===== src/rtl/vga_timing_pkg.sv =====
// Shared VGA timing definitions: standard mode constants, the control
// bundle that travels through the pipeline delay, and a total-span helper.
package vga_timing_pkg;

  // Sum of the four segments of a line or a frame.
  function automatic int span_total(input int sync_w, input int back_w,
                                    input int active_w, input int front_w);
    return sync_w + back_w + active_w + front_w;
  endfunction

  // 640x480@60, 25.175 MHz pixel clock, negative syncs.
  localparam int VGA640_H_ACTIVE = 640;
  localparam int VGA640_H_FRONT  = 16;
  localparam int VGA640_H_SYNC   = 96;
  localparam int VGA640_H_BACK   = 48;
  localparam int VGA640_V_ACTIVE = 480;
  localparam int VGA640_V_FRONT  = 10;
  localparam int VGA640_V_SYNC   = 2;
  localparam int VGA640_V_BACK   = 33;
  localparam bit VGA640_HS_POL   = 1'b0;
  localparam bit VGA640_VS_POL   = 1'b0;
  localparam int VGA640_H_TOTAL  = span_total(VGA640_H_SYNC, VGA640_H_BACK,
                                              VGA640_H_ACTIVE, VGA640_H_FRONT);
  localparam int VGA640_V_TOTAL  = span_total(VGA640_V_SYNC, VGA640_V_BACK,
                                              VGA640_V_ACTIVE, VGA640_V_FRONT);
  localparam int VGA640_H_START  = VGA640_H_SYNC + VGA640_H_BACK;
  localparam int VGA640_V_START  = VGA640_V_SYNC + VGA640_V_BACK;

  // 800x600@60, 40 MHz pixel clock, positive syncs; needs an 11-bit counter.
  localparam int SVGA800_H_ACTIVE = 800;
  localparam int SVGA800_H_FRONT  = 40;
  localparam int SVGA800_H_SYNC   = 128;
  localparam int SVGA800_H_BACK   = 88;
  localparam int SVGA800_V_ACTIVE = 600;
  localparam int SVGA800_V_FRONT  = 1;
  localparam int SVGA800_V_SYNC   = 4;
  localparam int SVGA800_V_BACK   = 23;
  localparam bit SVGA800_HS_POL   = 1'b1;
  localparam bit SVGA800_VS_POL   = 1'b1;
  localparam int SVGA800_H_TOTAL  = span_total(SVGA800_H_SYNC, SVGA800_H_BACK,
                                               SVGA800_H_ACTIVE, SVGA800_H_FRONT);
  localparam int SVGA800_V_TOTAL  = span_total(SVGA800_V_SYNC, SVGA800_V_BACK,
                                               SVGA800_V_ACTIVE, SVGA800_V_FRONT);
  localparam int SVGA800_H_START  = SVGA800_H_SYNC + SVGA800_H_BACK;
  localparam int SVGA800_V_START  = SVGA800_V_SYNC + SVGA800_V_BACK;

  // Undelayed control bundle; hs/vs are logical "sync asserted" flags,
  // polarity is applied only at the output register.
  typedef struct packed {
    logic hs;
    logic vs;
    logic act;
  } ctrl_t;

  localparam ctrl_t CTRL_IDLE = '{hs: 1'b0, vs: 1'b0, act: 1'b0};

endpackage


===== src/rtl/vga_delay_line.sv =====
// Enable-gated shift register used to match the renderer latency.
// DEPTH=0 degenerates to a plain wire.
module vga_delay_line #(
  parameter int               WIDTH   = 1,
  parameter int               DEPTH   = 0,
  parameter logic [WIDTH-1:0] RST_VAL = '0
) (
  input  logic             clk,
  input  logic             rst_n,
  input  logic             en,
  input  logic [WIDTH-1:0] din,
  output logic [WIDTH-1:0] dout
);

  generate
    if (DEPTH == 0) begin : g_wire
      // Clock, reset and enable have no role in a zero-length delay.
      logic unused_ctrl;
      assign unused_ctrl = &{1'b0, clk, rst_n, en};
      assign dout        = din;
    end else begin : g_pipe
      logic [WIDTH-1:0] stage [DEPTH];

      // Shift one stage per pixel tick; reset clears every stage.
      // NOTE: this array is a handful of flops carrying control, not a RAM, so
      // every entry is reset; leaving it unreset would emit garbage syncs for
      // the first DEPTH ticks after reset.
      always_ff @(posedge clk) begin
        if (!rst_n) begin
          for (int i = 0; i < DEPTH; i++) stage[i] <= RST_VAL;
        end else if (en) begin
          stage[0] <= din;
          for (int i = 1; i < DEPTH; i++) stage[i] <= stage[i-1];
        end
      end

      assign dout = stage[DEPTH-1];
    end
  endgenerate

endmodule


===== src/rtl/vga_timing_gen.sv =====
// Parametrised VGA raster timing generator. Counters and undelayed decode
// feed the renderer; sync/blank are delayed by PIPE_DLY ticks so that they
// line up with the renderer's colour at the output register.
module vga_timing_gen
  import vga_timing_pkg::*;
#(
  parameter int   H_ACTIVE = VGA640_H_ACTIVE,
  parameter int   H_FRONT  = VGA640_H_FRONT,
  parameter int   H_SYNC   = VGA640_H_SYNC,
  parameter int   H_BACK   = VGA640_H_BACK,
  parameter int   V_ACTIVE = VGA640_V_ACTIVE,
  parameter int   V_FRONT  = VGA640_V_FRONT,
  parameter int   V_SYNC   = VGA640_V_SYNC,
  parameter int   V_BACK   = VGA640_V_BACK,
  parameter logic HS_POL   = VGA640_HS_POL,
  parameter logic VS_POL   = VGA640_VS_POL,
  parameter int   COLOR_W  = 10,
  parameter int   PIPE_DLY = 0,
  parameter int   CNT_W    = 10
) (
  input  logic               clk,
  input  logic               rst_n,
  input  logic               pix_en,
  input  logic [COLOR_W-1:0] r_in,
  input  logic [COLOR_W-1:0] g_in,
  input  logic [COLOR_W-1:0] b_in,
  output logic [CNT_W-1:0]   h_count,
  output logic [CNT_W-1:0]   v_count,
  output logic [CNT_W-1:0]   x,
  output logic [CNT_W-1:0]   y,
  output logic               in_active,
  output logic               line_start,
  output logic               frame_start,
  output logic               vga_hs,
  output logic               vga_vs,
  output logic               video_on,
  output logic [COLOR_W-1:0] r_out,
  output logic [COLOR_W-1:0] g_out,
  output logic [COLOR_W-1:0] b_out
);

  localparam int H_TOTAL = span_total(H_SYNC, H_BACK, H_ACTIVE, H_FRONT);
  localparam int V_TOTAL = span_total(V_SYNC, V_BACK, V_ACTIVE, V_FRONT);

  // Segment boundaries in counter width; order is sync, back, active, front.
  localparam logic [CNT_W-1:0] H_LAST      = CNT_W'(H_TOTAL - 1);
  localparam logic [CNT_W-1:0] V_LAST      = CNT_W'(V_TOTAL - 1);
  localparam logic [CNT_W-1:0] H_SYNC_END  = CNT_W'(H_SYNC);
  localparam logic [CNT_W-1:0] V_SYNC_END  = CNT_W'(V_SYNC);
  localparam logic [CNT_W-1:0] H_ACT_START = CNT_W'(H_SYNC + H_BACK);
  localparam logic [CNT_W-1:0] V_ACT_START = CNT_W'(V_SYNC + V_BACK);
  localparam logic [CNT_W-1:0] H_ACT_END   = CNT_W'(H_SYNC + H_BACK + H_ACTIVE);
  localparam logic [CNT_W-1:0] V_ACT_END   = CNT_W'(V_SYNC + V_BACK + V_ACTIVE);

  logic  h_act;
  logic  v_act;
  ctrl_t ctrl_raw;
  ctrl_t ctrl_d;

  // Raster counters: h wraps at end of line and carries into v.
  // NOTE: state registers use non-blocking assignment so every flop samples
  // the pre-edge value of its neighbours, independent of statement order.
  always_ff @(posedge clk) begin
    if (!rst_n) begin
      h_count <= '0;
      v_count <= '0;
    end else if (pix_en) begin
      if (h_count == H_LAST) begin
        h_count <= '0;
        v_count <= (v_count == V_LAST) ? '0 : v_count + 1'b1;
      end else begin
        h_count <= h_count + 1'b1;
      end
    end
  end

  // Undelayed decode of the current counter position.
  // NOTE: every output of this block is assigned on every path (defaults
  // first), so no latch can be inferred if a branch is added later.
  always_comb begin
    h_act       = 1'b0;
    v_act       = 1'b0;
    in_active   = 1'b0;
    x           = '0;
    y           = '0;
    ctrl_raw    = CTRL_IDLE;
    line_start  = 1'b0;
    frame_start = 1'b0;

    h_act     = (h_count >= H_ACT_START) && (h_count < H_ACT_END);
    v_act     = (v_count >= V_ACT_START) && (v_count < V_ACT_END);
    in_active = h_act && v_act;
    if (in_active) begin
      x = h_count - H_ACT_START;
      y = v_count - V_ACT_START;
    end

    ctrl_raw.hs  = (h_count < H_SYNC_END);
    ctrl_raw.vs  = (v_count < V_SYNC_END);
    ctrl_raw.act = in_active;

    // Gated by rst_n so no start pulse escapes while reset is held.
    line_start  = rst_n && pix_en && (h_count == '0);
    frame_start = line_start && (v_count == '0);
  end

  // Align sync and blank with the renderer's colour latency.
  vga_delay_line #(
    .WIDTH  ($bits(ctrl_t)),
    .DEPTH  (PIPE_DLY),
    .RST_VAL(CTRL_IDLE)
  ) u_ctrl_dly (
    .clk  (clk),
    .rst_n(rst_n),
    .en   (pix_en),
    .din  (ctrl_raw),
    .dout (ctrl_d)
  );

  // Output register: apply sync polarity and blank the colour outside active.
  always_ff @(posedge clk) begin
    if (!rst_n) begin
      vga_hs   <= ~HS_POL;
      vga_vs   <= ~VS_POL;
      video_on <= 1'b0;
      r_out    <= '0;
      g_out    <= '0;
      b_out    <= '0;
    end else if (pix_en) begin
      vga_hs   <= ctrl_d.hs ? HS_POL : ~HS_POL;
      vga_vs   <= ctrl_d.vs ? VS_POL : ~VS_POL;
      video_on <= ctrl_d.act;
      r_out    <= ctrl_d.act ? r_in : '0;
      g_out    <= ctrl_d.act ? g_in : '0;
      b_out    <= ctrl_d.act ? b_in : '0;
    end
  end

endmodule


===== config.mk =====
export PLATFORM = sky130hd
export DESIGN_NAME = vga_timing_gen
export DESIGN_NICKNAME = d
export VERILOG_FILES = /design/src/rtl/vga_timing_pkg.sv /design/src/rtl/vga_delay_line.sv /design/src/rtl/vga_timing_gen.sv
export SDC_FILE = /design/constraint.sdc
export NUM_CORES = 1
export LEC_CHECK = 0
export ABC_AREA = 1
export CAP_MARGIN = 20
export CORE_ASPECT_RATIO = 1.1
export CORE_MARGIN = 1.5
export CORE_UTILIZATION = 60
export DETAILED_ROUTE_END_ITERATION = 10
export DONT_BUFFER_PORTS = 1
export PLACE_DENSITY = 0.76
export SYNTH_ARGS = -nofsm -noshare
export SYNTH_HDL_FRONTEND = slang
export SYNTH_SLANG_ARGS = --single-unit
export TNS_END_PERCENT = 5

===== constraint.sdc =====
create_clock -name clk -period 3.6 [get_ports clk]
set_input_delay 0.18 -clock clk [delete_from_list [all_inputs] [get_ports clk]]
set_output_delay 0.18 -clock clk [all_outputs]
set_load 0.1 [all_outputs]

# Word-level counts from Yosys, hierarchy flattened
# Cells that the tools add are included.
# W data, S select, Z words.
# word_totals
reg_bits	53
in_bits	33
word_cells	38
# op_classes
add_sub_neg	4
magnitude_cmp	6
eq_ne	2
muxes	9
reduce_logical	9
# op_table
op	n
$mux W10	7
$add A10 B1 Y10 const B	2
$eq A10 B10 Y1 const B	2
$logic_not A10 Y1	2
$lt A10 B10 Y1 const B	2
$ge A10 B6 Y1 const B	1
$ge A10 B8 Y1 const B	1
$lt A10 B2 Y1 const B	1
$lt A10 B7 Y1 const B	1
$sub A10 B6 Y10 const B	1
$sub A10 B8 Y10 const B	1
$logic_and A1 B1 Y1	6
$mux W1	2
$reduce_and A2 Y1	1

# Depth between registers and ports, before layout
# depth
ltp_word	4
depth_mapped	12
depth_no_buf	11

# Modules after synthesis
# From an unflattened synthesis, not the netlist that was laid out.
# hier_totals
hier_cells	426
hier_area_um2	2929.1
# by_module_without_submodules
mod	instances	cells_each	area_each_um2	seq_area_each_um2
vga_timing_gen	1	423	2906.5	1061.0
vga_delay_line	1	3	22.5	0.0

# Worst setup path before layout
# Ideal clock, no wire load.
# synth_timing
path_kind	flip-flop to output port
start	register h_count[1]
end	output frame_start
t_arrival_ps	4092
required_ps	3420
setup_slack_ps	-672
stages_incl_launch_ff	5
path_buffers	0
path_cell_list	dfxtp_1 -> inv_1 -> ha_1 -> nand3_1 -> nor4_1
# synth_via
elab_chain_len	3
# synth_lines
element	line	text
start, declared	vga_timing_gen.sv:27	output logic [CNT_W-1:0] h_count,
start signal, assigned	vga_timing_gen.sv:72	h_count <= h_count + 1'b1;
$logic_not A10 Y1	vga_timing_gen.sv:103	line_start = rst_n && pix_en && (h_count == '0);
$logic_and A1 B1 Y1	vga_timing_gen.sv:103	
$logic_and A1 B1 Y1	vga_timing_gen.sv:104	frame_start = line_start && (v_count == '0);
end, declared	vga_timing_gen.sv:33	output logic frame_start,
# Every way passes these cells.

# Final worst setup path
# layout_timing
start	register h_count[3]
end	output x[7]
# layout_via
elab_chain_len	4
# layout_lines
element	line	text
$ge A10 B8 Y1 or $lt A10 B10 Y1 (tied branches)	vga_timing_gen.sv:90	h_act = (h_count >= H_ACT_START) && (h_count < H_ACT_END);
$logic_and A1 B1 Y1	vga_timing_gen.sv:90	
$logic_and A1 B1 Y1	vga_timing_gen.sv:92	in_active = h_act && v_act;
$mux W10 (*)	vga_timing_gen.sv:93	if (in_active) begin
end, declared	vga_timing_gen.sv:29	output logic [CNT_W-1:0] x,
# Mark *: on every way between the ends. The rest lies on a longest branch, timed or not.

==> metrics.md <==
| Metric | Value |
|---|---|
| Power Total | 1.04 mW |
| Worst hold path class | in -> reg |
| GPL Wtd Cong | roughly 0.93 |
| Final hold slack | 0.0126 ns |
| Layout Skew | approximately 0.0055 ns |
| Layout cells sized above 1 | 0.216 |
| Starting density of the core | 0.619 |
| Unrepaired setup endpoints after global routing | no |
| Crit path capture type | primary output |
| Final core area utilization | 0.771 |
| Relative slew slack | 0.333 |
| Slew @ Worst Pin | 1.00 ns |
| Pwr per Cell Area | 293 nW/um^2 |
| DR pass1 iterations | 7 |
| Run status | complete, no violations |
| Final Hold Fails | 0 |
| Area Growth Syn to Fin | 24.5% |
| Synthesized area | 2860 sq um |
| Post-layout minimum cycle time | 3.29 ns |
| Gr usage total | 0.287 |
| Worst VDD drop | 0.000368 V |
| Worst stage delay on the critical path | around 0.57 ns |
| Most frequent cells in the layout | nand2_1 (90), dfxtp_1 (53), a21oi_1 (42), nand4_1 (36), inv_1 (33) |
| Max Root-Sink Buffers | 2 |
| Fmax | 304 MHz |
| Placed Cells | 478 |
| Setup ws final | 0.305 ns |
| Setup TNS | 0 ns |
| CP Launch Type | flop |
| Pre-CTS setup slack | 0.656 ns |
| Synth Instances | 399 |
| Die area | 5190 sq um |
| Crit-path cells | buf_4, inv_1, nand3_1, nor2_1, nor2_1, nor2_4, nand2_2, inv_4, nand2_2, nor2_2, buf_12 |
| Area post-placement | 3450 sq um |
| Critical path's top delay family | simple AND/OR/NAND/NOR gates |
| CP Data Arrival Time | 3.11 ns |
| Reg clk slew, reported paths | roughly 0.1 ns |
| Ant. Diodes | 0 |
| FF+latch count, synth | 53 |
| DR iter-0 viols | 211 |
| Post-synth EDFFs | 0 |
| Total of max-cap violations | 0 |
| CP max-delay cell | nor2_4 |
| DR WL/cell | 15.1 um |
| Core Box Area | 4620 sq um |
| Crit path buf inv count | 4 |
| Ys flop type | dfxtp_1 |
| Mean Syn Cell Area | slightly above 7 sq um |
| Die W | 68.8 um |
| Clock latency on the worst-skew pair | about 0.3 ns |
| Residual DRC | 0 |
| Synthesis Warnings | 0 |
| Crit path kind | reg -> out |
| Leak pwr | 1.47 nW |
| Die height | 75.4 um |
| Grt ovf | 0 |
| Commonest non-fill, non-tap cell in the layout | nand2_1 |
| Initial antenna violation count | 0 |
| Final ANT Viol Nets | 0 |
| Io pins | between 100 and 150 |
| Via count | 2827 |
| Crit path max fanout | 32 |
| Sequential fraction of the synthesis area | 0.371 |
| CTS HTree Levels | 2 |
| # clock sinks | 53 |
| Nets@finish | ~470 |
| DP HPWL | 5.34 mm |
| Final instance area | 3560 sq um |
| Clock root cell | clkbuf_8 |
| CTS tree | yes |
| Worst endpoint required time | 3.42 ns |
| Post-CTS Resized | 0 |
| Row count | 26 |
| Largest net degree at the start of global routing | 38 |
| Final wirelength | roughly 7.4 mm |
| Post-route clock period utilization | 0.915 |
| PortBufs | 0 |
| Endpoints failing setup | 0 |
| Asr flop ratio synth | 0 |
| Yosys cell types | 31 |
| Max-slew violation count | 0 |
| Post-Layout Cell Count | 487 |
| Mapped Nets | 440 |
| Drt via density | 5.80 |
| Vias in the first global route | 2563 |
| Global-route wire length before repair | 11.6 mm |
| Num CTS Buffers | 5 |
## Yosys cell counts, types with 2 or more instances
cell      instances  area, sq um
nand2_1          90          338
nand2_2           4         25.0
dfxtp_1          53         1060
xor2_1           13          114
clkbuf_1          7         26.3
buf_6             6         67.6
o22ai_1           2         12.5
nor2_8            2         40.0
buf_4             5         37.5
o21ai_1           2         10.0
buf_2             3         15.0
nor3_1            8         40.0
o21ai_0           7         35.0
nor2_4            3         33.8
nand3_1          18         90.1
a21oi_1          44          220
nor2_2            3         18.8
nand4_1          36          225
inv_1            33          124
inv_2             4         15.0
nor2_1           39          146
ha_1              8          100
## logic make-up after synthesis
logic type | Yosys count | share of synthesized area
adders and majority gates | 8 | 0.0350
AOI/OAI and AO/OA | 58 | 0.105
xor gates and xnor gates | 14 | 0.0429
buffers and inverters | 59 | 0.102
DFF | 53 | 0.371
and+or+nand+nor | 207 | 0.344
## state kept, by name, indices dropped and copies added, names as in the netlist
signal	flops
g_out	10
video_on	1
vga_hs	1
v_count	10
b_out	10
h_count	10
r_out	10
vga_vs	1
## routing by layer
metal | vias up | wire, um | global-route usage
met4 | 0 | 78 | 0.0654
met3 | 11 | 540 | 0.0458
li1 | 1381 | - | -
met1 | 1312 | 3090 | 0.379
met5 | - | 0 | 0
met2 | 123 | 3660 | 0.494
## what timing repair did
item	4_1_cts	5_1_grt
hold endpoints to repair	1	0
hold buffers	1	0
buffers inserted	0	0
## area by class of cell
cell class,instances,area [sq um]
clock inverters,2,17.5
fillers,353,1060
inverters,38,145
flip-flops and latches,53,1060
repair buffers,45,611
multi-input cells,287,1580
clock buffers,6,82.6
well taps,56,70.1
## path summary, 6_finish.rpt
check	from	end	depth (start not counted)	slack [ns]
worst max-delay path	h_count[3]	x[7]	11	0.31
worst min-delay path	rst_n	h_count[1]	2	0.01
worst max register to register	h_count[3]	r_out[4]	8	1.44
worst min register to register	v_count[8]	v_count[8]	2	0.48
## power breakdown
group	switching [mW]	internal, mW
sequential	0.0149	0.590
combinational	0.0570	0.0157
clock	0.206	0.160
total	0.277	0.766
Note: power is estimated with default switching activity, not from simulation.
